$ cat src/rtl/bfloat16_normalizer.sv
// rtl/bfloat16_normalizer.sv - post-add normalise and round-to-nearest-even stage for bfloat16
// One unnormalised sum is accepted, shifted one bit per cycle, rounded, and held until taken.
module bfloat16_normalizer #(
    parameter int EXP_W  = 8,
    parameter int FRAC_W = 7
) (
    input  logic                      clock,
    input  logic                      reset,
    input  logic                      in_valid,
    output logic                      in_ready,
    input  logic                      in_sign,
    input  logic [EXP_W-1:0]          in_exp,
    input  logic [FRAC_W+3:0]         in_mant,
    input  logic                      in_nan,
    input  logic                      in_inf,
    output logic                      out_valid,
    input  logic                      out_ready,
    output logic [EXP_W+FRAC_W:0]     result
);

    localparam int MANT_W = FRAC_W + 4;
    localparam int RES_W  = 1 + EXP_W + FRAC_W;
    localparam int CARRY  = MANT_W - 1;
    localparam int HIDDEN = MANT_W - 2;

    localparam logic [EXP_W-1:0]  EXP_MAX   = '1;
    localparam logic [EXP_W-1:0]  EXP_ONE   = EXP_W'(1);
    localparam logic [EXP_W:0]    EXP_MAX_W = {1'b0, EXP_MAX};
    localparam logic [FRAC_W-1:0] FRAC_ZERO = '0;
    localparam logic [RES_W-1:0]  QNAN      = {1'b0, EXP_MAX, 1'b1, {(FRAC_W-1){1'b0}}};

    typedef enum logic [2:0] {
        IDLE,
        CHECK,
        SHIFT_R,
        SHIFT_L,
        ROUND,
        DONE
    } state_t;

    state_t              state_q, state_d;
    logic                sign_q, sign_d;
    logic [EXP_W-1:0]    exp_q, exp_d;
    logic [MANT_W-1:0]   mant_q, mant_d;
    logic                nan_q, nan_d;
    logic                inf_q, inf_d;
    logic                out_valid_q, out_valid_d;
    logic [RES_W-1:0]    result_q, result_d;

    logic [EXP_W:0]      exp_inc;
    logic [MANT_W-1:0]   mant_r;
    logic [MANT_W-1:0]   mant_l;
    logic [FRAC_W-1:0]   frac;
    logic                guard;
    logic                sticky;
    logic                round_up;
    logic [FRAC_W:0]     frac_sum;
    logic [RES_W-1:0]    inf_word;

    always_comb begin
        exp_inc  = {1'b0, exp_q} + {{EXP_W{1'b0}}, 1'b1};
        // Right shift folds the two bits falling off the bottom into the new sticky bit.
        mant_r   = {1'b0, mant_q[MANT_W-1:2], mant_q[1] | mant_q[0]};
        mant_l   = {mant_q[MANT_W-2:0], 1'b0};
        frac     = mant_q[FRAC_W+1:2];
        guard    = mant_q[1];
        sticky   = mant_q[0];
        round_up = guard & (sticky | frac[0]);
        frac_sum = {1'b0, frac} + {{FRAC_W{1'b0}}, round_up};
        inf_word = {sign_q, EXP_MAX, FRAC_ZERO};
    end

    always_comb begin
        state_d     = state_q;
        sign_d      = sign_q;
        exp_d       = exp_q;
        mant_d      = mant_q;
        nan_d       = nan_q;
        inf_d       = inf_q;
        out_valid_d = out_valid_q;
        result_d    = result_q;

        case (state_q)
            IDLE: begin
                if (in_valid) begin
                    sign_d  = in_sign;
                    exp_d   = in_exp;
                    mant_d  = in_mant;
                    nan_d   = in_nan;
                    inf_d   = in_inf;
                    state_d = CHECK;
                end
            end

            CHECK: begin
                if (nan_q) begin
                    result_d    = QNAN;
                    out_valid_d = 1'b1;
                    state_d     = DONE;
                end else if (inf_q) begin
                    result_d    = inf_word;
                    out_valid_d = 1'b1;
                    state_d     = DONE;
                end else if (mant_q == '0 || exp_q == '0) begin
                    // Exact cancellation is reported as +0 regardless of sign.
                    result_d    = '0;
                    out_valid_d = 1'b1;
                    state_d     = DONE;
                end else if (mant_q[CARRY]) begin
                    state_d = SHIFT_R;
                end else if (mant_q[HIDDEN]) begin
                    state_d = ROUND;
                end else begin
                    state_d = SHIFT_L;
                end
            end

            SHIFT_R: begin
                mant_d = mant_r;
                exp_d  = exp_inc[EXP_W-1:0];
                if (exp_inc >= EXP_MAX_W) begin
                    result_d    = inf_word;
                    out_valid_d = 1'b1;
                    state_d     = DONE;
                end else begin
                    state_d = ROUND;
                end
            end

            SHIFT_L: begin
                // Hidden bit is still clear here; reaching exp 1 means the value would go subnormal.
                if (exp_q == EXP_ONE) begin
                    result_d    = {sign_q, {(RES_W-1){1'b0}}};
                    out_valid_d = 1'b1;
                    state_d     = DONE;
                end else begin
                    mant_d = mant_l;
                    exp_d  = exp_q - EXP_ONE;
                    if (mant_l[HIDDEN]) begin
                        state_d = ROUND;
                    end
                end
            end

            ROUND: begin
                if (exp_q == EXP_MAX) begin
                    result_d = inf_word;
                end else if (frac_sum[FRAC_W]) begin
                    if (exp_inc >= EXP_MAX_W) begin
                        result_d = inf_word;
                    end else begin
                        result_d = {sign_q, exp_inc[EXP_W-1:0], FRAC_ZERO};
                    end
                end else begin
                    result_d = {sign_q, exp_q, frac_sum[FRAC_W-1:0]};
                end
                out_valid_d = 1'b1;
                state_d     = DONE;
            end

            DONE: begin
                if (out_ready) begin
                    out_valid_d = 1'b0;
                    state_d     = IDLE;
                end
            end

            default: begin
                out_valid_d = 1'b0;
                state_d     = IDLE;
            end
        endcase
    end

    always_ff @(posedge clock or posedge reset) begin
        if (reset) begin
            state_q     <= IDLE;
            sign_q      <= 1'b0;
            exp_q       <= '0;
            mant_q      <= '0;
            nan_q       <= 1'b0;
            inf_q       <= 1'b0;
            out_valid_q <= 1'b0;
            result_q    <= '0;
        end else begin
            state_q     <= state_d;
            sign_q      <= sign_d;
            exp_q       <= exp_d;
            mant_q      <= mant_d;
            nan_q       <= nan_d;
            inf_q       <= inf_d;
            out_valid_q <= out_valid_d;
            result_q    <= result_d;
        end
    end

    assign in_ready  = (state_q == IDLE);
    assign out_valid = out_valid_q;
    assign result    = result_q;

endmodule

$ cat config.mk
export PLATFORM = sky130hd
export DESIGN_NAME = bfloat16_normalizer
export DESIGN_NICKNAME = d
export VERILOG_FILES = /design/src/rtl/bfloat16_normalizer.sv
export SDC_FILE = /design/constraint.sdc
export NUM_CORES = 1
export LEC_CHECK = 0
export ABC_AREA = 1
export CORE_MARGIN = 2
export CORE_UTILIZATION = 32
export DETAILED_ROUTE_END_ITERATION = 8
export DONT_BUFFER_PORTS = 1
export GPL_ROUTABILITY_DRIVEN = 0
export GPL_TIMING_DRIVEN = 0
export PLACE_DENSITY = 0.46
export SLEW_MARGIN = 40
export SYNTH_ARGS = -nofsm -noshare
export SYNTH_HDL_FRONTEND = slang
export SYNTH_SLANG_ARGS = --single-unit
$ cat constraint.sdc
create_clock -name clock -period 2.72 [get_ports clock]
set_clock_uncertainty 0.05 [all_clocks]
set_input_delay 0.136 -clock clock [delete_from_list [all_inputs] [get_ports clock]]
set_output_delay 0.136 -clock clock [all_outputs]
set_load 0.005 [all_outputs]
# --- Word-level counts from Yosys, hierarchy flattened ---
# Index checks and enable logic that the tools add are counted.
op_classes:
  addsub: 3
  multipliers: 0
  n_div: 0
  order_cmp: 1
  n_eq_ne: 14
  shift: 0
  n_mux: 33
  bitwise_logic: 4
  n_reduce_logical: 11
ops:
  columns: ["op", "n"]
  rows:
  - ["$mux 16", 5]
  - ["$pmux 16 s4", 1]
  - ["$mux 15", 3]
  - ["$pmux 11 s3", 1]
  - ["$mux 3", 9]
  - ["$pmux 8 s3", 1]
  - ["$mux 11", 2]
  - ["$pmux 3 s6", 1]
  - ["$mux 8", 2]
  - ["$logic_not 11->1", 1]
  - ["$ne 2x2->1 const B", 5]
  - ["$add 8x1->9 const B", 1]
  - ["$ge 9x8->1 const B", 1]
  - ["$add 7x1->8", 1]
  - ["$eq 8x1->1 const B", 1]
  - ["$eq 8x8->1 const B", 1]
  - ["$logic_not 8->1", 1]
  - ["$sub 8x1->8 const B", 1]
  - ["$mux 1", 7]
  - ["$eq 3x2->1 const B", 2]
  - ["$eq 3x3->1 const B", 2]
  - ["$pmux 1 s6", 1]
  - ["$reduce_and 3->1", 2]
  - ["$reduce_and 5->1", 1]
  - ["12 further kinds", 13]
word_totals:
  regBits: 42
  latch_bits: 0
  ramBits: 0
  mem_bits_ro: 0
  inputBits: 26
  out_inout_bits: 18
  wordCells: 74
  memories: 0

# --- Longest topological paths before layout ---
logic_depth:
  depth_word: 6
  depth_mapped: 14

# --- Least setup slack after synthesis ---
# Ideal clock, no wire load.
synth_timing:
  path_type: "flip-flop to flip-flop"
  from: "reg exp_q[0]"
  to: "reg result_q[2], in the netlist result[2]"
  setup_ns: 0.128
  arrival_ns: 1.760
  required_ns: 2.542
  path_slack_ns: 0.782
  path_stages_with_launch: 13
  n_path_buf: 1
  period_less_slack_ns: 1.938
  path_cell_list: "dfrtp_1 > inv_2 > ha_1 > inv_1 > o21bai_1 > nand3_1 > nor2_1 > nand3_4 > nand3_2 > nand3_2 > buf_2 > nand2_1 > o21ai_0"
synth_between:
  elab_chain_cells: 4
synth_rtl:
  columns: ["item", "line", "source"]
  rows:
  - ["start, declared", "43", "logic [EXP_W-1:0] exp_q, exp_d;"]
  - ["start signal, assigned", "188", "exp_q <= exp_d;"]
  - ["$add 8x1->9 or $logic_not 8->1 (tied branches)", "61, 104", null]
  - ["$ge 9x8->1 or $logic_or 1x1->1 (tied branches)", "121, 104", null]
  - ["$ne 2x2->1 (no source line) or $ne 4x4->1 (tied branches)", null, null]
  - ["$reduce_and 4->1 (no source line)", null, null]
  - ["end signal, assigned", "193", "result_q <= result_d;"]
  - ["end, declared", "48", "logic [RES_W-1:0] result_q, result_d;"]
# Several ways; a longest one is shown, not always the timed one.
# A chain may end at the register's enable or synchronous reset.

# --- Final worst setup path ---
# Ends and elaborated chain as after synthesis.

==> qor.yml <==
first_global_vias: 2415
drt.antenna.violating_nets: 0
crit_family: "simple AND/OR/NAND/NOR gates"
htree_levels: 2
placedInstanceArea_um2: 2930
yosysSeqAreaShare: 0.378
avgViaCountPerCell: 5.05
grt_usage: 0.165
worstSetupStartpointType: "flip-flop"
synth_top_cell_area_share: 0.378
clock_path_buffers: 2
core_um2: 8300
path_max_fanout: 10
drv_slew: 0
grt_max_degree: 30
antenna_found_initial: 0
grt_pass1_wl_mm: 12.8
ys_types: 33
cts.sink_count: 42
report.final.hold_viol_count: 0
fin_setup_tns_ns: 0
post-route-cell-area_um2: 3120
areaGrowthSynthToFinish_pct: 12.4
portBuffers: 0
yosys.area_share.simple: 0.303
period_minus_slack_ns: 2.37
tightest_slew_ns: 0.513
p_leak_nw: 1.49
vias: 2587
drt-initial-drc-count: 107
synth_fa_ha_area_frac: 0.0270
std_cell_rows: 33
max_slew_margin: 0.658
worstPathRequired_ns: 2.85
first_pass_iters: 5
cts_buffers: 5
status: "complete, no violations"
worstSetupEndpointType: "flip-flop"
syn-cell-area_um2: 2780
cp_common_cell: "nand3_2"
synth_area_leaders: "dfrtp_1 (38%), nand2_1 (14%), o21ai_0 (7.0%)"
crit_type: "reg2reg"
fmax_ghz: 0.423
final_cell_count_no_fill: 512
nNetsFinal: 438
synth_top_family_by_area: "simple AND/OR/NAND/NOR gates"
dieArea_um2: 9440
grt_overflow: 0
syn_area_per_cell_um2: 7.12
die_w_um: 97.2
ys_ff_latch: 42
crit_chain: "inv_2 -> ha_1 -> inv_1 -> o21bai_1 -> nand3_1 -> nor2_1 -> nand3_4 -> nand3_2 -> nand3_2 -> buf_2 -> nand2_1 -> o21ai_0"
p_per_area_nw_per_um2: 1210
clk_latency_ns: 0.30
layout-drive-gt1-share: 0.118
critPathArrivalTime_ns: 2.50
fillCellCount: 885
slowest_stage: "dfrtp_1"
die_h_um: 97.2
synth-compound-area-share: 0.173
synthMuxAreaShare: 0.00811
initial_core_util: 0.335
min_path_type: "in2reg"
critPathMaxStageDelay_ns: 0.53
placed_cells: 496
cts_root_buf: "clkbuf_8"
drc: 0
post-route-period-util: 0.870
cts_tree: "built"
synthCells: 390
peakVddDrop_mv: 0.386
synth_top_cell_by_area: "dfrtp_1"
critical_path_buf_inv_count: 3
synth_xor_area_frac: 0.0158
path_clk_slew_ns: 0.09
place_hpwl_mm: 5.97
wire_per_inst_um: 15.0
max_cap_violations: 0
synth_nets: 422
ios: 44
diodes: 0
yosysWarnings: 0
setup_viol: 0
rsz0062_at_grt: "no"
routed_wl_mm: 7.70
## layout make-up
cell class | count | area [µm²] | share of cell area
flip-flops and latches | 42 | 1050 | 0.337
multi-input cells | 283 | 1460 | 0.469
clock inverters | 2 | 37.5 | 0.0120
inverters | 54 | 205 | 0.0657
well taps | 105 | 131 | 0.0421
clock buffers | 6 | 72.6 | 0.0232
plain buffers | 11 | 60.1 | 0.0192
repair buffers | 9 | 100 | 0.0321
## cells in the mapped netlist (all sizes together)
cell and number:
nand3 28, inv 54, nor3 4, a21o 1, o31ai 2, xor2 4
a211oi 2, a41oi 2, o21bai 2, a31oi 1, mux2 2, a21oi 16
o21ai 42, nand4 7, xnor2 1, o22ai 2, dfrtp 42, o221ai 9
ha 6, clkbuf 6, nand2 109, buf 5, nor2 40, a22oi 3
## power by group
| group | internal, mW | switching [mW] | total, mW |
|---|---|---|---|
| sequential | 0.928 | 0.252 | 1.18 |
| clock | 0.274 | 0.237 | 0.511 |
| combinational | 0.698 | 1.38 | 2.08 |
## per-stage QoR
stage          hold slack [ns]  power, mW  setup slack [ns]  utilization
6_report                0.0132       3.77             0.354        0.376
3_3_place_gp             0.241       3.26             0.383        0.351
3_5_place_dp           -0.0991       3.27             0.372        0.353
4_1_cts                 0.0176       3.81             0.336        0.376
5_1_grt                 0.0253       4.16            0.0955        0.376
2_1_floorplan            0.236       2.73             0.782            -
## cell usage in the layout (no fill, tap or decap), types with 2 or more instances in the layout
| cell | n |
|---|---|
| o21ai_0 | 39 |
| mux2_2 | 2 |
| o21ai_1 | 3 |
| nand4_1 | 6 |
| o31ai_1 | 2 |
| dfrtp_1 | 42 |
| clkbuf_1 | 7 |
| xor2_1 | 4 |
| a211oi_1 | 2 |
| nand3_1 | 24 |
| nand2_2 | 7 |
| inv_1 | 40 |
| a41oi_1 | 2 |
| inv_2 | 13 |
| nor2_1 | 33 |
| dlygate4sd3_1 | 8 |
| o221ai_1 | 9 |
| nand3_2 | 3 |
| ha_1 | 6 |
| a21oi_1 | 16 |
| o22ai_1 | 2 |
| nand2_1 | 102 |
| nor2_4 | 2 |
| buf_6 | 2 |
| nor3_1 | 4 |
| nor2_2 | 5 |
| buf_2 | 3 |
| clkbuf_8 | 5 |
| o21bai_1 | 2 |
| a22oi_1 | 3 |
## flip-flops by register name, summed over array words and instances (netlist names)
name	flops
nan_q	1
state_q	3
out_valid	1
inf_q	1
exp_q	8
sign_q	1
mant_q	11
result	16
## repair_timing
item	in CTS	in global routing
hold endpoints to repair	49	0
gates resized for setup	0	0
hold buffers	8	0
setup buffers	0	0
## worst paths after layout
| kind | slack (ns) | start | cells after the start | endpoint |
|---|---|---|---|---|
| setup reg to reg | 0.35 | exp_q[0]$_DFFE_PP0P_ | 12 | result[2]$_DFFE_PP0P_ |
| max in group asynchronous | 2.02 | reset | 3 | result[12]$_DFFE_PP0P_ |
| setup / recovery | 0.35 | exp_q[0]$_DFFE_PP0P_ | 12 | result[2]$_DFFE_PP0P_ |
| hold / removal | 0.01 | in_exp[0] | 4 | exp_q[0]$_DFFE_PP0P_ |
| min in group asynchronous | 0.18 | reset | 2 | exp_q[7]$_DFFE_PP0P_ |
| hold reg to reg | 0.45 | out_valid$_DFFE_PP0P_ | 2 | out_valid$_DFFE_PP0P_ |
## tightest hold or removal path, cell delays in order
cell and delay [ns]:
nand2_1 0.03, o21ai_0 0.06, nand2_1 0.05, o21ai_0 0.06
## cells by family after synthesis
kind of cell,count (synthesis)
flip-flops,42
XOR/XNOR,5
AND/OR/NAND/NOR,188
AO/OA/AOI/OAI,82
adder cells (fa/ha/maj),6
buffers and inverters,65
multiplexers,2
## layer usage
layer | wire length (µm) | GRT usage | part of all wire
met5 | 0 | 0 | 0
met4 | 39 | 0.0228 | 0.0051
met3 | 352 | 0.0309 | 0.046
met2 | 3250 | 0.248 | 0.42
met1 | 4060 | 0.251 | 0.53
Note: power is estimated with default switching activity, not from simulation.
